File: src/rtl/wb_req_master.sv
// wb_req_master: Wishbone B4 classic initiator.
//
// Turns one core-side valid/ready load/store request into a single Wishbone
// classic cycle and returns the completion on a valid/ready response channel.
// A slave "rty" is reissued after a one-cycle backoff, up to RETRY_LIMIT times;
// after that the request completes with an error. At most one transaction is
// outstanding at any time.
//
// Optional feature: define WB_TIMEOUT_EN to build a watchdog that aborts a bus
// cycle with an error response after TIMEOUT_CYCLES cycles without any
// termination. Without the macro, no counter is built and the bus cycle waits
// indefinitely for termination.
//
// Ports:
//   wb_clk_i, wb_rst_i     clock, synchronous active-high reset
//   req_valid_i/ready_o    request handshake; req_adr/dat/sel/we_i request fields
//   rsp_valid_o/ready_i    response handshake; rsp_dat_o read data, rsp_err_o error
//   wbm_*_o                Wishbone master outputs (all registered)
//   wbm_dat/ack/err/rty_i  Wishbone master inputs
//   busy_o                 high whenever a transaction is in progress

module wb_req_master #(
  parameter int unsigned RETRY_LIMIT    = 3,
  parameter int unsigned TIMEOUT_CYCLES = 255
) (
  input  logic        wb_clk_i,
  input  logic        wb_rst_i,
  input  logic        req_valid_i,
  output logic        req_ready_o,
  input  logic [31:0] req_adr_i,
  input  logic [31:0] req_dat_i,
  input  logic [3:0]  req_sel_i,
  input  logic        req_we_i,
  output logic        rsp_valid_o,
  input  logic        rsp_ready_i,
  output logic [31:0] rsp_dat_o,
  output logic        rsp_err_o,
  output logic [31:0] wbm_adr_o,
  output logic [31:0] wbm_dat_o,
  output logic [3:0]  wbm_sel_o,
  output logic        wbm_we_o,
  output logic        wbm_cyc_o,
  output logic        wbm_stb_o,
  input  logic [31:0] wbm_dat_i,
  input  logic        wbm_ack_i,
  input  logic        wbm_err_i,
  input  logic        wbm_rty_i,
  output logic        busy_o
);

  // A limit of 0 still needs a 1-bit counter.
  localparam int unsigned RtyW = ($clog2(RETRY_LIMIT + 1) > 0) ? $clog2(RETRY_LIMIT + 1) : 1;
  localparam logic [RtyW-1:0] RtyLimit = RtyW'(RETRY_LIMIT);

  typedef enum logic [1:0] {StIdle, StBus, StBackoff, StResp} state_e;

  state_e          state_q;
  logic [RtyW-1:0] rty_cnt_q;
  logic            tmo_hit;

`ifdef WB_TIMEOUT_EN
  localparam int unsigned TmoW = ($clog2(TIMEOUT_CYCLES + 1) > 0) ? $clog2(TIMEOUT_CYCLES + 1) : 1;
  // Expire on the edge that would bring the count to TIMEOUT_CYCLES, so cyc
  // is high for exactly TIMEOUT_CYCLES cycles.
  localparam logic [TmoW-1:0] TmoLast = TmoW'(TIMEOUT_CYCLES - 1);

  logic [TmoW-1:0] tmo_cnt_q;

  assign tmo_hit = (tmo_cnt_q == TmoLast);
`else
  assign tmo_hit = 1'b0;
`endif

  // Ready is gated by reset so nothing is accepted while reset is held.
  assign req_ready_o = (state_q == StIdle) && !wb_rst_i;
  assign busy_o      = (state_q != StIdle);

  always_ff @(posedge wb_clk_i) begin
    if (wb_rst_i) begin
      state_q     <= StIdle;
      rty_cnt_q   <= '0;
      rsp_valid_o <= 1'b0;
      rsp_dat_o   <= '0;
      rsp_err_o   <= 1'b0;
      wbm_adr_o   <= '0;
      wbm_dat_o   <= '0;
      wbm_sel_o   <= '0;
      wbm_we_o    <= 1'b0;
      wbm_cyc_o   <= 1'b0;
      wbm_stb_o   <= 1'b0;
`ifdef WB_TIMEOUT_EN
      tmo_cnt_q   <= '0;
`endif
    end else begin
      unique case (state_q)
        StIdle: begin
          if (req_valid_i) begin
            // The wbm_* registers double as the request latches.
            wbm_adr_o <= req_adr_i;
            wbm_dat_o <= req_dat_i;
            wbm_sel_o <= req_sel_i;
            wbm_we_o  <= req_we_i;
            wbm_cyc_o <= 1'b1;
            wbm_stb_o <= 1'b1;
            rty_cnt_q <= '0;
`ifdef WB_TIMEOUT_EN
            tmo_cnt_q <= '0;
`endif
            state_q   <= StBus;
          end
        end

        StBus: begin
          if (wbm_ack_i) begin
            wbm_cyc_o   <= 1'b0;
            wbm_stb_o   <= 1'b0;
            rsp_valid_o <= 1'b1;
            rsp_dat_o   <= wbm_we_o ? 32'h0 : wbm_dat_i;
            rsp_err_o   <= 1'b0;
            state_q     <= StResp;
          end else if (wbm_err_i) begin
            wbm_cyc_o   <= 1'b0;
            wbm_stb_o   <= 1'b0;
            rsp_valid_o <= 1'b1;
            rsp_dat_o   <= '0;
            rsp_err_o   <= 1'b1;
            state_q     <= StResp;
          end else if (wbm_rty_i) begin
            wbm_cyc_o <= 1'b0;
            wbm_stb_o <= 1'b0;
            if (rty_cnt_q < RtyLimit) begin
              rty_cnt_q <= rty_cnt_q + RtyW'(1);
              state_q   <= StBackoff;
            end else begin
              // Retries exhausted.
              rsp_valid_o <= 1'b1;
              rsp_dat_o   <= '0;
              rsp_err_o   <= 1'b1;
              state_q     <= StResp;
            end
          end else if (tmo_hit) begin
            wbm_cyc_o   <= 1'b0;
            wbm_stb_o   <= 1'b0;
            rsp_valid_o <= 1'b1;
            rsp_dat_o   <= '0;
            rsp_err_o   <= 1'b1;
            state_q     <= StResp;
          end else begin
`ifdef WB_TIMEOUT_EN
            tmo_cnt_q <= tmo_cnt_q + TmoW'(1);
`endif
          end
        end

        StBackoff: begin
          wbm_cyc_o <= 1'b1;
          wbm_stb_o <= 1'b1;
`ifdef WB_TIMEOUT_EN
          tmo_cnt_q <= '0;
`endif
          state_q   <= StBus;
        end

        StResp: begin
          if (rsp_ready_i) begin
            rsp_valid_o <= 1'b0;
            rsp_dat_o   <= '0;
            rsp_err_o   <= 1'b0;
            state_q     <= StIdle;
          end
        end

        default: state_q <= StIdle;
      endcase
    end
  end

endmodule

File: config.mk
export PLATFORM = sky130hd
export DESIGN_NAME = wb_req_master
export DESIGN_NICKNAME = d
export VERILOG_FILES = /design/src/rtl/wb_req_master.sv
export SDC_FILE = /design/constraint.sdc
export NUM_CORES = 1
export LEC_CHECK = 0
export CAP_MARGIN = 10
export CORE_UTILIZATION = 30
export DETAILED_ROUTE_END_ITERATION = 8
export PLACE_DENSITY = 0.7
export SLEW_MARGIN = 10
export SYNTH_ARGS = -nofsm -noshare
export SYNTH_HDL_FRONTEND = slang
export SYNTH_SLANG_ARGS = --single-unit
export TNS_END_PERCENT = 10
File: constraint.sdc
create_clock -name wb_clk_i -period 1.7 [get_ports wb_clk_i]
set_input_delay 0.255 -clock wb_clk_i [delete_from_list [all_inputs] [get_ports wb_clk_i]]
set_output_delay 0.255 -clock wb_clk_i [all_outputs]
set_load 0.02 [all_outputs]
; ---- After elaboration in Yosys (flattened, before gate mapping)
; Index checks and enable logic that the tools add are counted.
[totals]
n_memories = 0
in_bits = 108
mem_bits_rw = 0
latch_bits = 0
out_inout_bits = 107
mem_bits_ro = 0
regBits = 108
word_cells = 68
[op_classes]
n_reduce_logical = 12
div = 0
n_shift = 0
mux = 33
n_addsub = 1
n_eq_ne = 11
order_cmp = 1
mul = 0
bitwise = 0
[ops]
columns = op, n
row1 = 2-to-1 mux 32 bit, 6
row2 = one-hot mux 32 bit (2 select lines), 1
row3 = 2-to-1 mux 2 bit, 10
row4 = "!= test 2 bit, second input constant", 6
row5 = 2-to-1 mux 1 bit, 11
row6 = "!= test 4 bit, second input constant", 2
row7 = one-hot mux 2 bit (4 select lines), 1
row8 = AND reduction 3 bit, 2
row9 = AND reduction 6 bit, 1
row10 = nonzero test 2 bit, 3
row11 = "== test 2 bit, second input constant", 2
row12 = one-hot mux 1 bit (2 select lines), 2
row13 = one-hot mux 2 bit (2 select lines), 1
row14 = AND reduction 4 bit, 1
row15 = one-hot mux 1 bit (3 select lines), 1
row16 = nonzero test 3 bit, 1
row17 = "adder 2 x 1 -> 2 bit, second input constant", 1
row18 = "== test 2 x 1 -> 1 bit, second input constant", 1
row19 = zero test 2 bit, 1
row20 = "< comparator 2 bit, second input constant", 1
row21 = AND reduction 2 bit, 1
row22 = logical AND 1 bit, 1
row23 = zero test 1 bit, 1

; ---- Longest topological paths before layout
[depth]
ltp_word = 6
ltp_mapped = 7
mapped_depth_nobuf = 4

; ---- Worst setup path before layout
; No wires, ideal clock.
[synth_timing]
kind = reg-to-reg
start = register rty_cnt_q[0]
end = register rsp_valid_o
required_time_ns = 1.585
path_stages_with_launch = 7
arrival_time_ns = 1.364
synth_period_minus_slack_ns = 1.478
setup_ns = 0.115
path_buffers = 2
path_slack_ns = 0.222
cell_sequence = dfxtp_1 -> ha_1 -> nor3_1 -> a211oi_2 -> buf_6 -> buf_6 -> o21a_1
[synth_via]
elab_chain_len = 3
[synth_lines]
columns = element, line
row1 = "start, declared", 58  ; logic [RtyW-1:0] rty_cnt_q;
row2 = "start signal, assigned", 132  ; rty_cnt_q <= rty_cnt_q + RtyW'(1);
row3 = < comparator 2 bit, 131  ; if (rty_cnt_q < RtyLimit) begin
row4 = != test 4 bit (no source line), n/a
row5 = AND reduction 4 bit (no source line), n/a
row6 = "end signal, assigned", 124  ; rsp_valid_o <= 1'b1;
row7 = "end signal, assigned", 136  ; rsp_valid_o <= 1'b1;
row8 = "end signal, assigned", 144  ; rsp_valid_o <= 1'b1;
row9 = "end, declared", 34  ; output logic rsp_valid_o,
; No other way between the ends.
; A chain may end at the register's enable or synchronous reset.

; ---- Final worst setup path
[layout_timing]
start = register rty_cnt_q[0]
end = register rsp_dat_o[7]
[layout_via]
elab_chain_len = 3
[layout_lines]
columns = element, line
row1 = < comparator 2 bit, 131
row2 = != test 4 bit (no source line), n/a
row3 = AND reduction 4 bit (no source line), n/a
row4 = "end signal, assigned", 118  ; rsp_dat_o <= wbm_we_o ? 32'h0 : wbm_dat_i;
row5 = "end, declared", 36  ; output logic [31:0] rsp_dat_o,
; No other way between the ends.

==> flow_summary.yaml <==
yosys:
  post_synthesis_cell_area_um2: 4120
  synthMostInstantiatedCell: "sky130_fd_sc_hd__nand2_1"
  synth.area.top_cells: "sky130_fd_sc_hd__dfxtp_1 (52%), sky130_fd_sc_hd__nand2_1 (16%), sky130_fd_sc_hd__mux2i_1 (8.5%), sky130_fd_sc_hd__a21oi_1 (8.4%), sky130_fd_sc_hd__nand3_1 (4.0%)"
  synth.lib_cells_used.distinct: 30
  yosysSeqAreaShare_pct: 52.5
  synthesis.nets: 596
  synthCells: 487
  postSynth.asyncResetShare_pct: 0
  ys_dominant_reg_cell: "sky130_fd_sc_hd__dfxtp_1"
  yosys-top-cells-count: "sky130_fd_sc_hd__nand2_1 (176), sky130_fd_sc_hd__dfxtp_1 (108), sky130_fd_sc_hd__a21oi_1 (69)"
  synth.ff_latch_count: 108
  synth_top_cell_by_area: "sky130_fd_sc_hd__dfxtp_1"
  synth_edf_count: 0
  synthDominantCellAreaShare_pct: 52.5
  yosysWarnings: 0
  synth_area_per_cell_um2: 8.46
setup_path:
  critical-path-top-delay-family: "buffers and inverters"
  worst_ep_required_time_ps: 1970
  worstPathCellList: "ha_1 -> nor3_1 -> buf_4 -> a211oi_4 -> buf_4 -> mux2i_1"
  critPathArrivalTime_ps: 1860
  cp_max_fo: 9
  timing.critical_path.buf_inv: 2
  setup.worst_path.end_class: "flop"
  crit_type: "flop to flop"
  cp-start-kind: "flop"
  cp_common_cell: "sky130_fd_sc_hd__buf_4"
  path_depth: 6
  timing.critical_path.slowest_stage_cell: "sky130_fd_sc_hd__dfxtp_1"
  max_stage_delay_ps: 360
  reg2reg_depth: 6
clock_network:
  clkTransAtPathRegs_ps: 70
  cts.root.buffer_cell: "sky130_fd_sc_hd__clkbuf_16"
  deepest_clock_path_buffer_count: 2
  clock_latency_ps: 340
  ctsHoldBuffers: 0
  post-cts-setup-buffer-count: 0
  cts_tree: "yes"
  cts_inserted_buffers: 9
  cts_num_sinks: 108
  clock_tree.htree_level_count: 3
grt:
  global_route_wire_length_before_repair_mm: 19.4
  globalRouteTotalUtil_pct: 17.1
  first_global_vias: 3997
  antenna_found_initial: 0
  grt_start_max_net_pins: 60
  grt_overflow_total: 0
route:
  drc_errors: 0
  initial_drt_pass_iterations: 4
  wire_per_inst_um: 13.8
  number_of_nets_with_antenna_violations_after_routing: 0
  num_vias: 4029
  detail_route.iter0.violations: 101
  routed_via_density: 4.61
  drt_wl_total_mm: 12.0
cells_and_area:
  post_layout_nonfiller_instances: 874
  areaGrowthSynthToFinish_pct: 63.9
  layout.cell_area.non_filler_um2: 6760
  final_layout_size_suffix_gt1_share_pct: 6.45
  antenna_cells: 0
  total_number_of_nets_in_the_final_design: 802
floorplan:
  rows: 42
  dieWidth_um: 119
  io-pin-count: 215
  fp.dieArea_um2: 14200
  initial_utilization_pct: 31.0
  core_area_um2: 13300
  fp.dieH_um: 119
timing:
  final.period_utilization_pct: 93.5
  setup_repair_after_global_routing_missed_its_margin: "false"
  fin_hold_ws_ps: 382
  report.final.hold_viol_count: 0
  timing.final.max_slew_violations: 0
  skew_ps: 8.42
  min_period_ps: 1590
  layout_setup_ws_ps: 110
  finalSetupViolations: 0
  clock.fmax_mhz: 629
  worst_slew_pin_slew_ps: 609
  timing.slew.headroom_pct: 59.4
power:
  highest_ir_drop_seen_on_vdd_v: 0.000394
  power_per_cell_area_nw_per_um2: 888
  totalPowerFinal_uw: 6000
  p_leak_uw: 0.00249
placed_design:
  post_dp_cell_area_um2: 6480
  port-buffer-count: 214
  detailedPlace.worstSlack_ps: -128
  numPlacedInstances: 858
  place.gp.congestion: 0.818
  place.detailed.hpwl_mm: 8.73
hold_path:
  min_delay_path_depth: 4
  hold_path_class: "input pin to flop"
flow_run:
  cap_viol_max_count: 0
run_status:
  outcome: "complete, no violations"
## cell type report
type,count,area [um2]
fillers,1207,6540
repair buffers,235,2350
flip-flops and latches,108,2160
multi-input cells,336,1730
clock buffers,12,256
well taps,176,220
clock inverters,4,23.8
inverters,3,11.3
## worst paths after layout
kind | to | slack [ps] | from
worst max-delay path | rsp_dat_o[7]$_SDFFE_PP0P_ | 110 | rty_cnt_q[0]$_SDFFE_PP0P_
worst min-delay path | rsp_dat_o[9]$_SDFFE_PP0P_ | 380 | wb_rst_i
worst min register to register | wbm_adr_o[28]$_SDFFE_PP0P_ | 450 | wbm_adr_o[28]$_SDFFE_PP0P_
worst max register to register | rsp_dat_o[7]$_SDFFE_PP0P_ | 110 | rty_cnt_q[0]$_SDFFE_PP0P_
## metal layers
metal  GRT usage, %  share of wire [%]
met1           19.6                 41
met2           30.0                 50
met3           4.21                7.0
met4           7.67                2.1
met5              0                  0
## flip-flops by register name, summed over array words and instances (netlist names)
signal       count
wbm_sel_o        4
rsp_dat_o       32
rty_cnt_q        2
wbm_adr_o       32
rsp_valid_o      1
state_q          2
wbm_we_o         1
wbm_stb_o        1
rsp_err_o        1
wbm_dat_o       32
## tightest hold or removal path, stage by stage
cell	delay, ps
sky130_fd_sc_hd__buf_2	160
sky130_fd_sc_hd__inv_2	120
sky130_fd_sc_hd__nand2_1	90
sky130_fd_sc_hd__mux2i_1	50
## power by group
part / switching [uW] / total [uW] / internal, uW
clock network: 892 / 1960 / 1070
registers: 77.8 / 2760 / 2680
logic: 619 / 1280 / 661
## cell families after synthesis
group / count (synthesis) / synth area share [%]
AO/OA/AOI/OAI: 79 / 10.8
adder cells (fa/ha/maj): 1 / 0.304
buffers and inverters: 43 / 5.86
flip-flops: 108 / 52.5
multiplexers: 35 / 8.50
AND/OR/NAND/NOR: 221 / 22.1
## layout by cell type (no fill, tap or decap), types with 2 or more instances in the layout
cell / n
sky130_fd_sc_hd__clkbuf_8: 2
sky130_fd_sc_hd__buf_12: 5
sky130_fd_sc_hd__dlygate4sd2_1: 3
sky130_fd_sc_hd__nand3_1: 33
sky130_fd_sc_hd__a31oi_1: 2
sky130_fd_sc_hd__buf_4: 16
sky130_fd_sc_hd__nor2b_1: 2
sky130_fd_sc_hd__a21oi_1: 69
sky130_fd_sc_hd__nor3b_4: 2
sky130_fd_sc_hd__nand2_1: 176
sky130_fd_sc_hd__inv_1: 2
sky130_fd_sc_hd__mux2i_1: 35
sky130_fd_sc_hd__clkdlybuf4s50_1: 208
sky130_fd_sc_hd__clkinv_2: 3
sky130_fd_sc_hd__nor2_1: 4
sky130_fd_sc_hd__clkbuf_16: 9
sky130_fd_sc_hd__dfxtp_1: 108
## what timing repair did
item	4_1_cts	5_1_grt
setup endpoints to repair	4	2
gates resized for setup	5	2
endpoints found under the hold margin	0	0
## through the flow
step	utilization, %	setup TNS (ps)
global placement	48.8	-5130
global route	50.8	0
CTS	50.8	0
floorplan	-	0
finish	50.8	0
detailed placement	48.8	-7360
Power figures use the tool's default switching activity.
